File: config.mk
export PLATFORM = sky130hd
export DESIGN_NAME = videofifo_fetch
export DESIGN_NICKNAME = d
export VERILOG_FILES = /design/src/rtl/videofifo_pkg.sv /design/src/rtl/videofifo_ram.sv /design/src/rtl/videofifo_fetch.sv
export SDC_FILE = /design/constraint.sdc
export NUM_CORES = 1
export LEC_CHECK = 0
export ABC_AREA = 1
export ABC_CLOCK_PERIOD_IN_PS = 6400
export CORE_AREA = 2 2 251 253
export CTS_CLUSTER_SIZE = 8
export DETAILED_ROUTE_END_ITERATION = 8
export DIE_AREA = 0 0 253 255
export REMOVE_ABC_BUFFERS = 1
export SLEW_MARGIN = 20
export SYNTH_ARGS = -nofsm -noshare
export SYNTH_HDL_FRONTEND = slang
export SYNTH_SLANG_ARGS = --single-unit
File: constraint.sdc
create_clock -name clk -period 6.4 [get_ports clk]
set_input_delay 1.28 -clock clk [delete_from_list [all_inputs] [get_ports clk]]
set_output_delay 1.28 -clock clk [all_outputs]
set_load 0.02 [all_outputs]
File: src/rtl/videofifo_pkg.sv
// Shared types and constants for the video framebuffer fetch path:
// fetch-state encoding, byte-lane geometry and a constant log2 helper.
package videofifo_pkg;

    typedef enum logic [1:0] {
        IDLE    = 2'd0,
        REQ     = 2'd1,
        DISCARD = 2'd2
    } fetch_state_t;

    localparam int LANES  = 4;
    localparam int BYTE_W = 8;

    function automatic int clog2(input int value);
        int r;
        r = 32'sd0;
        while ((32'sd1 << r) < value) begin
            r = r + 32'sd1;
        end
        return r;
    endfunction

endpackage

File: src/rtl/videofifo_ram.sv
// Generic synchronous word FIFO with combinational head read and a
// synchronous flush that empties it without touching the storage.
module videofifo_ram #(
    parameter int WIDTH = 32,
    parameter int LOG2  = 4
) (
    input  logic             clk,
    input  logic             reset,
    input  logic             flush,
    input  logic             push,
    input  logic [WIDTH-1:0] push_data,
    input  logic             pop,
    output logic             full,
    output logic             empty,
    output logic [LOG2:0]    fill,
    output logic [WIDTH-1:0] head
);

    localparam int DEPTH = 1 << LOG2;
    localparam logic [LOG2:0]   DEPTH_C   = {1'b1, {LOG2{1'b0}}};
    localparam logic [LOG2:0]   FILL_ONE  = {{LOG2{1'b0}}, 1'b1};
    localparam logic [LOG2-1:0] PTR_ONE   = {{(LOG2-1){1'b0}}, 1'b1};

    logic [WIDTH-1:0] mem_r [DEPTH];
    logic [LOG2-1:0]  wr_ptr_r;
    logic [LOG2-1:0]  rd_ptr_r;
    logic [LOG2:0]    fill_r;
    logic             do_push_s;
    logic             do_pop_s;

    // A push at full is accepted only when a pop frees a slot in the same cycle
    always_comb begin
        do_pop_s  = 1'b0;
        do_push_s = 1'b0;
        if (flush) begin
            do_pop_s  = 1'b0;
            do_push_s = 1'b0;
        end else begin
            do_pop_s  = pop && (fill_r != {(LOG2+1){1'b0}});
            do_push_s = push && ((fill_r != DEPTH_C) || do_pop_s);
        end
    end

    // Word storage; not reset, validity is tracked by the fill count
    always_ff @(posedge clk) begin
        if (do_push_s) begin
            mem_r[wr_ptr_r] <= push_data;
        end
    end

    // Pointers and fill count
    always_ff @(posedge clk) begin
        if (reset || flush) begin
            wr_ptr_r <= {LOG2{1'b0}};
            rd_ptr_r <= {LOG2{1'b0}};
            fill_r   <= {(LOG2+1){1'b0}};
        end else begin
            if (do_push_s) begin
                wr_ptr_r <= wr_ptr_r + PTR_ONE;
            end
            if (do_pop_s) begin
                rd_ptr_r <= rd_ptr_r + PTR_ONE;
            end
            case ({do_push_s, do_pop_s})
                2'b10:   fill_r <= fill_r + FILL_ONE;
                2'b01:   fill_r <= fill_r - FILL_ONE;
                default: fill_r <= fill_r;
            endcase
        end
    end

    assign full  = (fill_r == DEPTH_C);
    assign empty = (fill_r == {(LOG2+1){1'b0}});
    assign fill  = fill_r;
    assign head  = mem_r[rd_ptr_r];

endmodule

File: src/rtl/videofifo_fetch.sv
// Framebuffer prefetcher: reads words over a req/ack port into a word FIFO
// and serves bytes to the display; VIDEOFIFO_UNDERFLOW_CNT_EN adds underflow_cnt.
module videofifo_fetch
    import videofifo_pkg::*;
#(
    parameter int C_addr_bits   = 30,
    parameter int C_fifo_log2   = 4,
    parameter int C_frame_words = 1024
) (
    input  logic                   clk,
    input  logic                   reset,
    input  logic [C_addr_bits-1:0] base_addr,
    input  logic                   vga_vsync_n,
    input  logic                   rd,
    output logic [BYTE_W-1:0]      data_out,
    output logic                   mem_req,
    output logic [C_addr_bits-1:0] mem_addr,
    input  logic                   mem_ack,
    input  logic [31:0]            mem_data,
    output logic                   underflow
`ifdef VIDEOFIFO_UNDERFLOW_CNT_EN
    ,
    output logic [15:0]            underflow_cnt
`endif
);

    localparam int FETCH_W = clog2(C_frame_words + 1);
    localparam int LANE_W  = clog2(LANES);
    localparam logic [FETCH_W-1:0]     FRAME_C   = FETCH_W'(C_frame_words);
    localparam logic [FETCH_W-1:0]     FETCH_ONE = {{(FETCH_W-1){1'b0}}, 1'b1};
    localparam logic [C_addr_bits-1:0] ADDR_ONE  = {{(C_addr_bits-1){1'b0}}, 1'b1};
    localparam logic [LANE_W-1:0]      LANE_ONE  = {{(LANE_W-1){1'b0}}, 1'b1};
    localparam logic [LANE_W-1:0]      LANE_LAST = LANE_W'(LANES - 1);
    localparam logic [C_fifo_log2:0]   DEPTH_C   = {1'b1, {C_fifo_log2{1'b0}}};

    logic                   vs_meta_r;
    logic                   vs_sync_r;
    logic                   vs_prev_r;
    logic                   frame_start_s;
    fetch_state_t           state_r;
    logic                   mem_req_r;
    logic [C_addr_bits-1:0] mem_addr_r;
    logic [FETCH_W-1:0]     fetched_r;
    logic [LANE_W-1:0]      lane_r;
    logic                   underflow_r;
    logic                   push_s;
    logic                   pop_s;
    logic                   rd_ok_s;
    logic                   rd_empty_s;
    logic                   fifo_full_s;
    logic                   fifo_empty_s;
    logic [C_fifo_log2:0]   fifo_fill_s;
    logic [31:0]            head_s;

    videofifo_ram #(
        .WIDTH (32),
        .LOG2  (C_fifo_log2)
    ) u_ram (
        .clk       (clk),
        .reset     (reset),
        .flush     (frame_start_s),
        .push      (push_s),
        .push_data (mem_data),
        .pop       (pop_s),
        .full      (fifo_full_s),
        .empty     (fifo_empty_s),
        .fill      (fifo_fill_s),
        .head      (head_s)
    );

    // vsync_n synchronizer plus edge-detect flop; idles high so reset is no edge
    always_ff @(posedge clk) begin
        if (reset) begin
            vs_meta_r <= 1'b1;
            vs_sync_r <= 1'b1;
            vs_prev_r <= 1'b1;
        end else begin
            vs_meta_r <= vga_vsync_n;
            vs_sync_r <= vs_meta_r;
            vs_prev_r <= vs_sync_r;
        end
    end

    assign frame_start_s = vs_prev_r && !vs_sync_r;

    // frame_start outranks both the display read and the memory ack
    always_comb begin
        rd_ok_s    = 1'b0;
        rd_empty_s = 1'b0;
        pop_s      = 1'b0;
        push_s     = 1'b0;
        if (frame_start_s) begin
            rd_ok_s    = 1'b0;
            rd_empty_s = 1'b0;
            pop_s      = 1'b0;
            push_s     = 1'b0;
        end else begin
            rd_ok_s    = rd && !fifo_empty_s;
            rd_empty_s = rd && fifo_empty_s;
            pop_s      = rd_ok_s && (lane_r == LANE_LAST);
            push_s     = (state_r == REQ) && mem_ack && (!fifo_full_s || pop_s);
        end
    end

    // Fetch FSM: at most one request in flight; DISCARD drains a request
    // that was outstanding when the frame restarted
    always_ff @(posedge clk) begin
        if (reset) begin
            state_r    <= IDLE;
            mem_req_r  <= 1'b0;
            mem_addr_r <= base_addr;
            fetched_r  <= {FETCH_W{1'b0}};
        end else if (frame_start_s) begin
            fetched_r  <= {FETCH_W{1'b0}};
            mem_addr_r <= base_addr;
            if ((state_r != IDLE) && !mem_ack) begin
                state_r   <= DISCARD;
                mem_req_r <= 1'b1;
            end else begin
                state_r   <= IDLE;
                mem_req_r <= 1'b0;
            end
        end else begin
            case (state_r)
                IDLE: begin
                    if ((fifo_fill_s < DEPTH_C) && (fetched_r < FRAME_C)) begin
                        state_r   <= REQ;
                        mem_req_r <= 1'b1;
                    end
                end
                REQ: begin
                    if (mem_ack) begin
                        state_r    <= IDLE;
                        mem_req_r  <= 1'b0;
                        mem_addr_r <= mem_addr_r + ADDR_ONE;
                        fetched_r  <= fetched_r + FETCH_ONE;
                    end
                end
                DISCARD: begin
                    if (mem_ack) begin
                        state_r   <= IDLE;
                        mem_req_r <= 1'b0;
                    end
                end
                default: begin
                    state_r   <= IDLE;
                    mem_req_r <= 1'b0;
                end
            endcase
        end
    end

    // Byte lane within the head word and the sticky underflow flag
    always_ff @(posedge clk) begin
        if (reset) begin
            lane_r      <= {LANE_W{1'b0}};
            underflow_r <= 1'b0;
        end else begin
            if (frame_start_s) begin
                lane_r <= {LANE_W{1'b0}};
            end else if (rd_ok_s) begin
                lane_r <= lane_r + LANE_ONE;
            end
            if (rd_empty_s) begin
                underflow_r <= 1'b1;
            end
        end
    end

`ifdef VIDEOFIFO_UNDERFLOW_CNT_EN
    logic [15:0] underflow_cnt_r;

    // Saturating count of reads against an empty FIFO; only reset clears it
    always_ff @(posedge clk) begin
        if (reset) begin
            underflow_cnt_r <= 16'h0000;
        end else if (rd_empty_s && (underflow_cnt_r != 16'hFFFF)) begin
            underflow_cnt_r <= underflow_cnt_r + 16'h0001;
        end
    end

    assign underflow_cnt = underflow_cnt_r;
`endif

    // Little-endian byte select from the head word; zero while empty
    always_comb begin
        data_out = 8'h00;
        if (fifo_empty_s) begin
            data_out = 8'h00;
        end else begin
            data_out = head_s[{lane_r, 3'b000} +: BYTE_W];
        end
    end

    assign mem_req   = mem_req_r;
    assign mem_addr  = mem_addr_r;
    assign underflow = underflow_r;

endmodule

[Word level (Yosys, flattened, before mapping)]
Memories as Yosys holds them, arrays and structs flattened. A register that Yosys moved wholly into a read port is not among the register bits.
Index checks and enable logic that the tools add are counted.
Word-level totals
  register bits after elaboration: 63
  bits in latches: 0
  RAM bits: 512
  ROM bits: 0
  bits of input ports: 67
  output and inout bits: 40
  logic and storage cells: 87
  memories kept: 1
Memory list
  u_ram.mem_r: words 16, bits a word 32, rd ports 1, clocked after Yosys merged registers in 1, write ports 1, RTL line videofifo_ram.sv:24  | logic [WIDTH-1:0] mem_r [DEPTH];
Cells by class
  add/sub/neg operators: 7
  multiply operators: 0
  divide/modulo/power cells: 0
  order comparisons: 2
  equality and inequality tests: 9
  shift operators: 1
  multiplexer cells: 26
  bitwise operators: 0
  reductions and logical operators: 29
Operator list (count)
  30-bit 2-to-1 mux: 4
  32-bit by 6-bit indexed part select with 8-bit output: 1
  30-bit by 1-bit adder with 30-bit output, second input constant: 1
  1-bit 2-to-1 mux: 12
  11-bit by 1-bit adder with 11-bit output, second input constant: 1
  11-bit < comparator, second input constant: 1
  1-bit logical AND: 10
  5-bit case mux with 2 select lines: 1
  4-bit by 1-bit adder with 4-bit output, second input constant: 2
  2-bit 2-to-1 mux: 4
  4-bit 2-to-1 mux: 2
  8-bit 2-to-1 mux: 1
  2-bit equality test, second input constant: 3
  2-bit AND reduction: 3
  3-bit nonzero test: 2
  5-bit by 1-bit adder with 5-bit output, second input constant: 1
  5-bit equality test, second input constant: 1
  5-bit zero test: 1
  5-bit < comparator, second input constant: 1
  5-bit != test, second input constant: 1
  5-bit nonzero test: 1
  5-bit by 1-bit subtractor with 5-bit output, second input constant: 1
  2-bit by 1-bit equality test with 1-bit output, second input constant: 2
  1-bit zero test: 4
  other kinds (9): 13

[Depth between registers and ports, before layout]
Gate-level depths: netlist of the first run.
  word-level depth: 11
  gate-level depth with buffers: 14
  mapped depth without buffers: 14

[Hierarchy]
Synthesis of the first run repeated with hierarchy kept, for this count alone.
Unflattened totals
  cells, all modules: 2276
  area total of the unflattened synthesis: 25369.3 µm²
Modules (own cells, without submodules)
  videofifo_ram: instances 1, cells each 1761, area each 21886.0 µm², seq. area each 15715.1 µm²
  videofifo_fetch: instances 1, cells each 515, area each 3483.3 µm², seq. area each 1301.2 µm²

[Worst setup path after synthesis of the first run]
OpenSTA, ideal clock, no wires.
  kind: input to register
  start point: in mem_ack
  end point: mem u_ram.mem_r[11][0] (enable)
  arrival: 3251 ps
  required time: 5979 ps
  setup slack: 2728 ps
  cell stages on the path: 6
  path buffers: 0
  path through: nand2_2 -> inv_1 -> nand3_1 -> inv_1 -> nand3_1 -> nor2_1
On the way
  cells in the longest elaborated chain, start to end: 7
RTL lines
  start, declared: RTL line videofifo_fetch.sv:18  | input logic mem_ack,
  1-bit logical AND (2 in series): RTL line videofifo_fetch.sv:101  | push_s = (state_r == REQ) && mem_ack && (!fifo_full_s || pop_s);
  1-bit 2-to-1 mux: RTL line videofifo_fetch.sv:92  | if (frame_start_s) begin
  1-bit logical AND: RTL line videofifo_ram.sv:40  | do_push_s = push && ((fill_r != DEPTH_C) || do_pop_s);
  1-bit 2-to-1 mux: RTL line videofifo_ram.sv:35  | if (flush) begin
  1-bit 2-to-1 mux: RTL line videofifo_ram.sv:46  | if (do_push_s) begin
  1-bit 2-to-1 mux (implied by the code): RTL line videofifo_ram.sv:47  | mem_r[wr_ptr_r] <= push_data;
  end, declared: RTL line videofifo_ram.sv:24
Every way passes these cells.

==> results of run 1 <==
worst paths after layout:
check	startpoint	endpoint	cells after the start	slack, ns
worst min-delay path	vs_meta_r	vs_sync_r	1	0.41
worst min register to register	vs_meta_r	vs_sync_r	1	0.41
worst max register to register	lane_r[1]	u_ram.mem_r[13][27]	8	2.59
worst max-delay path	flip-flop	data_out[5]	10	0.95
registers in the layout, indices dropped and copies added, names as in the netlist, named ones only:
register and flops:
u_ram.mem_r 512, mem_addr 30, fetched_r 11, u_ram.fill 5, u_ram.rd_ptr_r 4, u_ram.wr_ptr_r 4
lane_r 2, state_r 2, mem_req 1, underflow 1, vs_meta_r 1, vs_prev_r 1
vs_sync_r 1
Yosys cell counts (2+ instances only):
| cell | number | area, µm² |
|---|---|---|
| inv_2 | 3 | 11.26 |
| o21ai_1 | 2 | 10.01 |
| o21a_1 | 2 | 15.01 |
| nand3_1 | 473 | 2367 |
| ha_1 | 14 | 175.2 |
| a21oi_1 | 34 | 170.2 |
| nand3b_1 | 3 | 22.52 |
| nand2_2 | 2 | 12.51 |
| dfxtp_1 | 37 | 740.7 |
| buf_4 | 24 | 180.2 |
| nand2_1 | 737 | 2766 |
| xnor2_1 | 4 | 35.03 |
| clkinv_1 | 3 | 11.26 |
| o21ai_0 | 32 | 160.2 |
| mux2i_1 | 6 | 60.06 |
| clkbuf_1 | 19 | 71.32 |
| nor3_1 | 11 | 55.05 |
| buf_8 | 2 | 30.03 |
| buf_1 | 17 | 63.81 |
| buf_2 | 30 | 150.1 |
| inv_1 | 81 | 304.0 |
| a31oi_1 | 5 | 31.28 |
| nor2_2 | 7 | 43.79 |
| edfxtp_1 | 542 | 16280 |
| buf_6 | 26 | 292.8 |
| nor2_1 | 54 | 202.7 |
| xor2_1 | 13 | 113.9 |
| or2_2 | 7 | 43.79 |
| nand4_1 | 7 | 43.79 |
| or2_0 | 3 | 18.77 |
| nor3_2 | 2 | 20.02 |
layer usage:
metal / vias to the layer above / global-route usage / wire, µm / share of wire
met3: 116 / 0.03824 / 4394 / 0.069
met2: 580 / 0.3338 / 30940 / 0.48
met5: - / 0 / 11 / 0.00017
met1: 8058 / 0.2569 / 26780 / 0.42
li1: 7881 / - / - / -
met4: 2 / 0.08064 / 1972 / 0.031
power groups by stage:
stage                     clock [W]  sequential (W)  combinational [W]
after global placement            0         0.00431           0.000385
after detailed placement          0         0.00431           0.000391
after global routing        0.00410         0.00424           0.000428
final                       0.00388         0.00424           0.000391
after CTS                   0.00395         0.00424           0.000393
after floorplan                   0         0.00433           0.000148
area by class of cell:
class / instances / area share
Antenna cell: 1 / 0.00008758
Clock buffer: 107 / 0.07659
Clock inverter: 5 / 0.002409
Inverter: 88 / 0.01196
Multi-Input combinational cell: 1428 / 0.2303
Sequential cell: 579 / 0.5959
Tap cell: 799 / 0.03499
Timing Repair Buffer: 140 / 0.04782
critical path, delay by kind of cell (launching register included):
| family | cells | cell delay, ns |
|---|---|---|
| and+or+nand+nor | 6 | 0.74 |
| AOI/OAI and AO/OA | 1 | 0.47 |
| buffers and inverters | 3 | 1.57 |
| DFF | 1 | 0.68 |
cell usage in the layout (no fill, tap or decap), drive strengths merged, types with 34 or more instances in the layout:
cell type	instances
buf	34
nand3	474
dfxtp	37
o21ai	34
nor2	62
clkbuf	107
inv	86
nand2	739
edfxtp	542
clkdlybuf4s50	106
a21oi	34
logic make-up (layout without fill, tap and decap cells):
kind of cell	Yosys count	after routing	synth area share
xor+xnor	17	17	0.006055
buf+inv	206	340	0.04569
compound gates	81	81	0.01771
fa+ha+maj	14	14	0.007123
simple gates	1310	1310	0.2290
mux	6	6	0.002442
other cells	0	1	0
flops	579	579	0.6920
metrics by stage:
stage               instance area, µm²    util  hold slack, ns  TNS (ns)
finish                           28570  0.4596          0.4069         0
global route                     28570  0.4596          0.4191         0
CTS                              28570  0.4596          0.4089         0
detailed placement               26310  0.4233          0.3966         0
global placement                 26310  0.4233          0.3929         0
floorplan                        23800       -          0.3895    -23.94
==> summary.md, run 1 <==
| Metric | Value |
|---|---|
| Max-Slew Margin vs Limit | `0.2765` |
| CTS Root Cell | `clkbuf_16` |
| Seq pwr share | `0.498` |
| CTS tree | `yes` |
| Post-place setup slack | `1.650 ns` |
| Cells after Synth | `2213` |
| Multi-input logic area | `6579 µm²` |
| Initial DRC count | `1561` |
| Yosys cell types | `42` |
| Int Pwr | `0.006701 W` |
| Cell repeated most along the worst path | `nand3_1` |
| DPL Wire Length | `34940 µm` |
| Arrival @ worst endpoint | `4.17 ns` |
| Vias/cell | `5.287` |
| Power consumption | `0.008511 W` |
| Ys Warns | `0` |
| Highest Clock Rate | `183.4 MHz` |
| # Post-CTS Setup Buffers | `0` |
| PnR worst setup slack | `0.9485 ns` |
| Clock sinks | `579` |
| Fill cells | `5672` |
| Avg WL per Cell | `20.37 µm` |
| Grt ovf | `0` |
| Fin. Hold Viols | `0` |
| Setup violators final | `0` |
| CTS Buf Count | `82` |
| CORE AREA | `62160 µm²` |
| Rows | `92` |
| Crit Path Max Fanout | `96` |
| Post-route ant nets | `0` |
| Hold buffer count at cts | `0` |
| Nets | `2400` |
| Max incr delay on CP | `0.71 ns` |
| Initial antenna violation count | `3` |
| Layout cells sized above 1 | `0.07158` |
| Fin. max-slew vios | `0` |
| Area grow syn2layout | `16.19%` |
| CP endpoint kind | `output pin` |
| Synthesized flop and latch total | `579` |
| Die area | `64520 µm²` |
| Clk slew on worst S/H paths | `0.05 ns` |
| Port bufs | `106` |
| Remaining DRCs | `0` |
| Max H-tree Level | `3` |
| Final cell count without fillers | `3147` |
| CP Cell Sequence | `inv_6, buf_4, nand3_1, nand3_1, nand2_1, nand2_1, nand3_1, nand3_1, a21oi_1, clkdlybuf4s50_1` |
| Logic gate share of total power | `0.046` |
| Hold WC Path Type | `flip-flop to flip-flop` |
| Ys async rst share | `0` |
| Minimum clock period | `5.452 ns` |
| Vias | `16637` |
| Static Leak | `10.32 nW` |
| Kind of critical path | `flip-flop to output pin` |
| Clock Latency Late Sink | `0.62 ns` |
| Status | `complete, no violations` |
| Placed Cells | `3034` |
| Worst Setup Start Kind | `flip-flop` |
| RSZ-0062 raised after global routing | `no` |
| Worst VDD drop | `0.1810 mV` |
| Worst-Margin Slew | `1.083 ns` |
| Die span in y | `255 µm` |
| Crit share post-route | `0.8518` |
| Pwr Density | `297.9 nW/µm²` |
| GRT Util Overall | `0.1997` |
| Post-Syn Area | `24590 µm²` |
| Reg area | `17030 µm²` |
| I/O pin count | `107` |
| Routed WL | `64100 µm` |
| Crit path max-delay cell type | `clkdlybuf4s50_1` |
| Top FF cell, synth | `edfxtp_1` |
| WP data required | `5.12 ns` |
| Initial core utilization | `0.3956` |
| Switching share of total power | `0.2127` |
| Post-synth EDFFs | `542` |
| Clock network fraction of total power | `0.456` |
| RD Place Congestion | `0.8027` |
| Mapped Avg Cell Area | `11.11 µm²` |
| Sequential area share after synthesis | `0.6920` |
| Die width | `253 µm` |
| Total iterations of the first detailed-routing run | `5` |
| Clock Path Buffers | `3` |
| Pin count of the biggest net entering global routing | `142` |
| Clk_skew | `0.02105 ns` |
| Max-cap violations | `0` |
| Number of global-route vias before repair | `16340` |
| Psw | `0.001810 W` |
| Global-route wire length before repair | `96830 µm` |
| Post-cts sizing count | `0` |
Power figures use the tool's default switching activity.
==> run 2, diff against run 1 <==
==> constraint.sdc (replaced) <==
create_clock -name clk -period 6.4 [get_ports clk]
set_input_delay 1.28 -clock clk [delete_from_list [all_inputs] [get_ports clk]]
set_output_delay 1.28 -clock clk [all_outputs]
set_load 0.01 [all_outputs]
==> summary.md, run 2 (same netlist as run 1, synthesis figures left out) <==
| Metric | Value |
|---|---|
| Critical path's top delay family | `buffers and inverters` |
| CTS Root Cell | `clkbuf_16` |
| CP endpoint kind | `output pin` |
| Initial antenna violation count | `0` |
| Vias | `16788` |
| Highest Clock Rate | `191.0 MHz` |
| Worst VDD drop | `0.1958 mV` |
| Post-cts sizing count | `0` |
| Vias/cell | `5.331` |
| Clk_skew | `0.01834 ns` |
| CORE AREA | `62160 µm²` |
| Setup violators final | `0` |
| Clock sinks | `579` |
| TNS Setup | `0 ns` |
| Remaining DRCs | `0` |
| CP Cell Sequence | `clkinv_2, buf_4, nand3_1, nand2_1, nand2_1, nand3_1, nand3_1, a21oi_1, clkdlybuf4s50_1` |
| Most common cell after layout, fill and taps aside | `nand2_1` |
| Kind of critical path | `flip-flop to output pin` |
| CTS Buf Count | `82` |
| Largest register FFs | `512` |
| Placed Cells | `3034` |
| Initial DRC count | `1451` |
| Area grow syn2layout | `16.18%` |
| Fill cells | `5670` |
| Die width | `253 µm` |
| Max H-tree Level | `3` |
| Nets | `2400` |
| Cell repeated most along the worst path | `nand3_1` |
| Number of global-route vias before repair | `16358` |
| # Post-CTS Setup Buffers | `0` |
| Max incr delay on CP | `0.86 ns` |
| Total iterations of the first detailed-routing run | `6` |
| RD Place Congestion | `0.8071` |
| Layout cells sized above 1 | `0.07234` |
| Pwr Density | `298.1 nW/µm²` |
| Power consumption | `0.008517 W` |
| Static Leak | `10.33 nW` |
| DPL Wire Length | `34920 µm` |
| Worst-Margin Slew | `0.9782 ns` |
| I/O pin count | `107` |
| RSZ-0062 raised after global routing | `no` |
| WP data required | `5.12 ns` |
| Status | `complete, no violations` |
| Port bufs | `106` |
| Clock Path Buffers | `3` |
| Worst Setup Start Kind | `flip-flop` |
| Global-route wire length before repair | `97870 µm` |
| Avg WL per Cell | `20.63 µm` |
| CTS tree | `yes` |
| Fin. max-slew vios | `0` |
| Max-cap violations | `0` |
| Crit path max-delay cell type | `clkinv_2` |
| Crit Path Max Fanout | `43` |
| Pin count of the biggest net entering global routing | `163` |
| Fin. Hold Viols | `0` |
| Diodes inserted | `0` |
| Crit share post-route | `0.8182` |
| Clk slew on worst S/H paths | `0.05 ns` |
| Max-Slew Margin vs Limit | `0.3463` |
| Post-route ant nets | `0` |
| Routed WL | `64980 µm` |
| Rows | `92` |
| Hold buffer count at cts | `0` |
| Minimum clock period | `5.237 ns` |
| Initial core utilization | `0.3956` |
| Most frequent cells in the layout | `nand2_1 (737), edfxtp_1 (542), nand3_1 (473), clkdlybuf4s50_1 (106), clkbuf_16 (84)` |
| Hold WC Path Type | `flip-flop to flip-flop` |
| Worst path bufs/invs | `3` |
| Arrival @ worst endpoint | `3.96 ns` |
| Final cell count without fillers | `3149` |
| GRT Util Overall | `0.2011` |
| Die area | `64520 µm²` |
| Die span in y | `255 µm` |
| Clock Latency Late Sink | `0.61 ns` |
| Grt ovf | `0` |
| Reg with most FFs | `u_ram.mem_r` |
run 2: report_power, final:
part,internal (W),switching (W),leakage (nW)
registers,0.00420,0.0000457,5.21
logic,0.000144,0.000223,4.02
clock network,0.00237,0.00154,1.10
total,0.00671,0.00181,10.3
run 2: worst paths after layout:
path	cells after the start	slack (ns)	end	from
worst max-delay path	9	1.16	data_out[5]	flip-flop
worst min-delay path	1	0.39	vs_sync_r	vs_meta_r
worst max register to register	8	2.86	u_ram.mem_r[5][3]	lane_r[1]
worst min register to register	1	0.39	vs_sync_r	vs_meta_r
run 2: per-layer routing:
metal,vias up,global-route usage,part of all wire
li1,7886,-,-
met1,8156,0.2676,0.43
met2,619,0.3300,0.48
met3,127,0.03895,0.069
met4,0,0.07134,0.030
met5,-,0,0
run 2: worst register-to-register path: cells and delay by family, from the launching register on:
family / cells / cell delay, ns
fa+ha+maj: 1 / 0.29
buf+inv: 2 / 0.68
flops: 1 / 0.80
simple gates: 5 / 1.45
run 2: layout make-up:
class                           instances  area, µm²  area share
Clock inverter                          5      70.07    0.002452
Multi-Input combinational cell       1428       6579      0.2303
Timing Repair Buffer                  140       1354     0.04739
Inverter                               88      341.6     0.01196
Tap cell                              799      999.7     0.03499
Sequential cell                       579      17030      0.5960
Clock buffer                          110       2200     0.07699
run 2: stage by stage:
| step | setup slack, ns | util | hold slack, ns | cell area, µm² |
|---|---|---|---|---|
| 3_3_place_gp | 1.735 | 0.4231 | 0.3923 | 26300 |
| 2_1_floorplan | -2.942 | - | 0.3895 | 23800 |
| 6_report | 1.163 | 0.4596 | 0.3944 | 28570 |
| 5_1_grt | 1.001 | 0.4596 | 0.4080 | 28570 |
| 4_1_cts | 1.155 | 0.4596 | 0.3949 | 28570 |
| 3_5_place_dp | 1.799 | 0.4231 | 0.3958 | 26300 |
==> run 3, diff against run 2 <==
--- a/config.mk
+++ b/config.mk
@@ -6,7 +6,7 @@
 export NUM_CORES = 1
 export LEC_CHECK = 0
 export ABC_AREA = 1
-export ABC_CLOCK_PERIOD_IN_PS = 6400
+export ABC_CLOCK_PERIOD_IN_PS = 4700
 export CORE_AREA = 2 2 251 253
 export CTS_CLUSTER_SIZE = 8
 export DETAILED_ROUTE_END_ITERATION = 8
==> constraint.sdc (replaced) <==
create_clock -name clk -period 4.7 [get_ports clk]
set_input_delay 0.94 -clock clk [delete_from_list [all_inputs] [get_ports clk]]
set_output_delay 0.94 -clock clk [all_outputs]
set_load 0.01 [all_outputs]
==> summary.md, run 3 (same netlist as run 1, synthesis figures left out) <==
| Metric | Value |
|---|---|
| Status | `complete, no violations` |
| Remaining DRCs | `0` |
| CP endpoint kind | `output pin` |
| Fin. max-slew vios | `0` |
| Avg WL per Cell | `20.32 µm` |
| Vias | `16894` |
| Initial antenna violation count | `3` |
| Post-cts sizing count | `0` |
| Clk_skew | `0.01926 ns` |
| Max incr delay on CP | `0.61 ns` |
| DR WL met3 | `4461 µm` |
| Die area | `64520 µm²` |
| Int Pwr | `0.009070 W` |
| CTS Buf Count | `82` |
| Seq pwr share | `0.502` |
| CTS Root Cell | `clkbuf_16` |
| Post-route ant nets | `0` |
| Initial DRC count | `1532` |
| Pin count of the biggest net entering global routing | `95` |
| DPL Wire Length | `36260 µm` |
| Switching share of total power | `0.2108` |
| Total iterations of the first detailed-routing run | `5` |
| Hold Slack | `0.4026 ns` |
| Clock Path Buffers | `3` |
| Hold Path Cell Cnt | `1` |
| Max-Slew Margin vs Limit | `0.4770` |
| Routed WL | `64110 µm` |
| Layout cells sized above 1 | `0.07810` |
| Crit share post-route | `0.9310` |
| Area grow syn2layout | `17.23%` |
| Fill cells | `5579` |
| Cell repeated most along the worst path | `nand3_1` |
| Worst path bufs/invs | `3` |
| CTS tree | `yes` |
| Max-cap violations | `0` |
| # Post-CTS Setup Buffers | `0` |
| Most frequent cells in the layout | `nand2_1 (737), edfxtp_1 (542), nand3_1 (473), clkdlybuf4s50_1 (106), clkbuf_16 (83)` |
| Reg with most FFs | `u_ram.mem_r` |
| I/O pin count | `107` |
| Largest register FFs | `512` |
| RD Place Congestion | `0.8171` |
| Clock sinks | `579` |
| Pwr Density | `398.7 nW/µm²` |
| Diodes inserted | `0` |
| Critical path endpoint | `data_out[4]` |
| Worst Setup Start Kind | `flip-flop` |
| Worst R2R Setup Slack | `1.64 ns` |
| Core Util, Final | `0.4638` |
| GRT Util Overall | `0.2002` |
| Kind of critical path | `flip-flop to output pin` |
| WP depth | `11` |
| Wl on met1 | `27450 µm` |
| Grt ovf | `0` |
| Die span in y | `255 µm` |
| Clk slew on worst S/H paths | `0.05 ns` |
| Die width | `253 µm` |
| Static Leak | `10.43 nW` |
| CP Cell Sequence | `clkinv_4, buf_12, nand2_1, nand3_1, nand3_1, nand2_1, nand2_1, nand3_1, nand3_1, a21oi_1, clkdlybuf4s50_1` |
| Number of cells on the worst reg-to-reg path | `9` |
| Arrival @ worst endpoint | `3.44 ns` |
| Fin. Hold Viols | `0` |
| Hold WC Path Type | `flip-flop to flip-flop` |
| RR Startpoint | `lane_r[0]` |
| Worst-Margin Slew | `0.7796 ns` |
| Worst VDD drop | `0.2818 mV` |
| Critical path's top delay family | `buffers and inverters` |
| Nets | `2415` |
| Rows | `92` |
| Minimum clock period | `4.376 ns` |
| Most common cell after layout, fill and taps aside | `nand2_1` |
| Hold buffer count at cts | `0` |
| Vias/cell | `5.355` |
| Clock Latency Late Sink | `0.61 ns` |
| Global-route wire length before repair | `97450 µm` |
| RSZ-0062 raised after global routing | `no` |
| Max H-tree Level | `3` |
| Port bufs | `106` |
| Clock network fraction of total power | `0.454` |
| Met2 wire length | `30440 µm` |
| Crit Path Max Fanout | `70` |
| Crit path max-delay cell type | `clkdlybuf4s50_1` |
| Number of global-route vias before repair | `16649` |
| Psw | `0.002423 W` |
| CORE AREA | `62160 µm²` |
| Logic gate share of total power | `0.044` |
| WP data required | `3.76 ns` |
| RR Endpoint | `u_ram.mem_r[5][4]` |
| Initial core utilization | `0.3956` |
| Setup violators final | `0` |
| Max layer used | `met5` |
| Highest Clock Rate | `228.5 MHz` |
-- run 3: cell types whose count changed in the layout (fill, tap and decap cells not counted) --
cell	delta
buf_12	+17
buf_4	-2
clkbuf_1	-10
clkbuf_16	-1
clkinv_1	+1
clkinv_2	-2
clkinv_8	-1
dfxtp_1	+1
dfxtp_2	-1
inv_16	-1
inv_2	+1
inv_6	+4
-- run 3: power by group through the flow --
stage,combinational (W),clock (W),sequential (W)
2_1_floorplan,0.000195,0,0.00587
3_3_place_gp,0.000501,0,0.00586
3_5_place_dp,0.000509,0,0.00586
4_1_cts,0.000511,0.00532,0.00577
5_1_grt,0.000558,0.00552,0.00577
6_report,0.000508,0.00522,0.00577
-- run 3: how the worst min path moves through the flow --
stage | end | slack, ns | from
floorplan | vs_sync_r | 0.39 | vs_meta_r
global placement | vs_sync_r | 0.39 | vs_meta_r
detailed placement | vs_sync_r | 0.40 | vs_meta_r
CTS | vs_sync_r | 0.41 | vs_meta_r
global route | vs_sync_r | 0.42 | vs_meta_r
finish | vs_sync_r | 0.40 | vs_meta_r
-- run 3: cell type report --
type	instances	area, µm²	area share
Sequential cell	579	17030	0.5906
Multi-Input combinational cell	1428	6579	0.2282
Clock buffer	99	2137	0.07413
Timing Repair Buffer	155	1679	0.05825
Tap cell	799	999.7	0.03468
Inverter	88	340.3	0.01181
Clock inverter	7	67.56	0.002344
-- run 3: routing by layer --
metal,track usage,vias to the layer above
li1,-,7910
met1,0.2700,8241
met2,0.3266,611
met3,0.03590,130
met4,0.07050,2
met5,0,-
-- run 3: per-stage QoR --
stage          cell area (µm²)  instances  total power (W)  setup WS [ns]  TNS, ns
4_1_cts                  28830       3155          0.01160         0.3074        0
3_5_place_dp             26620       3049         0.006373         0.9804        0
5_1_grt                  28830       3155          0.01185         0.1565        0
6_report                 28830       3155          0.01149         0.3244        0
3_3_place_gp             26620       3049         0.006364          1.027        0
2_1_floorplan            23800       2095         0.006067         -4.302   -34.41
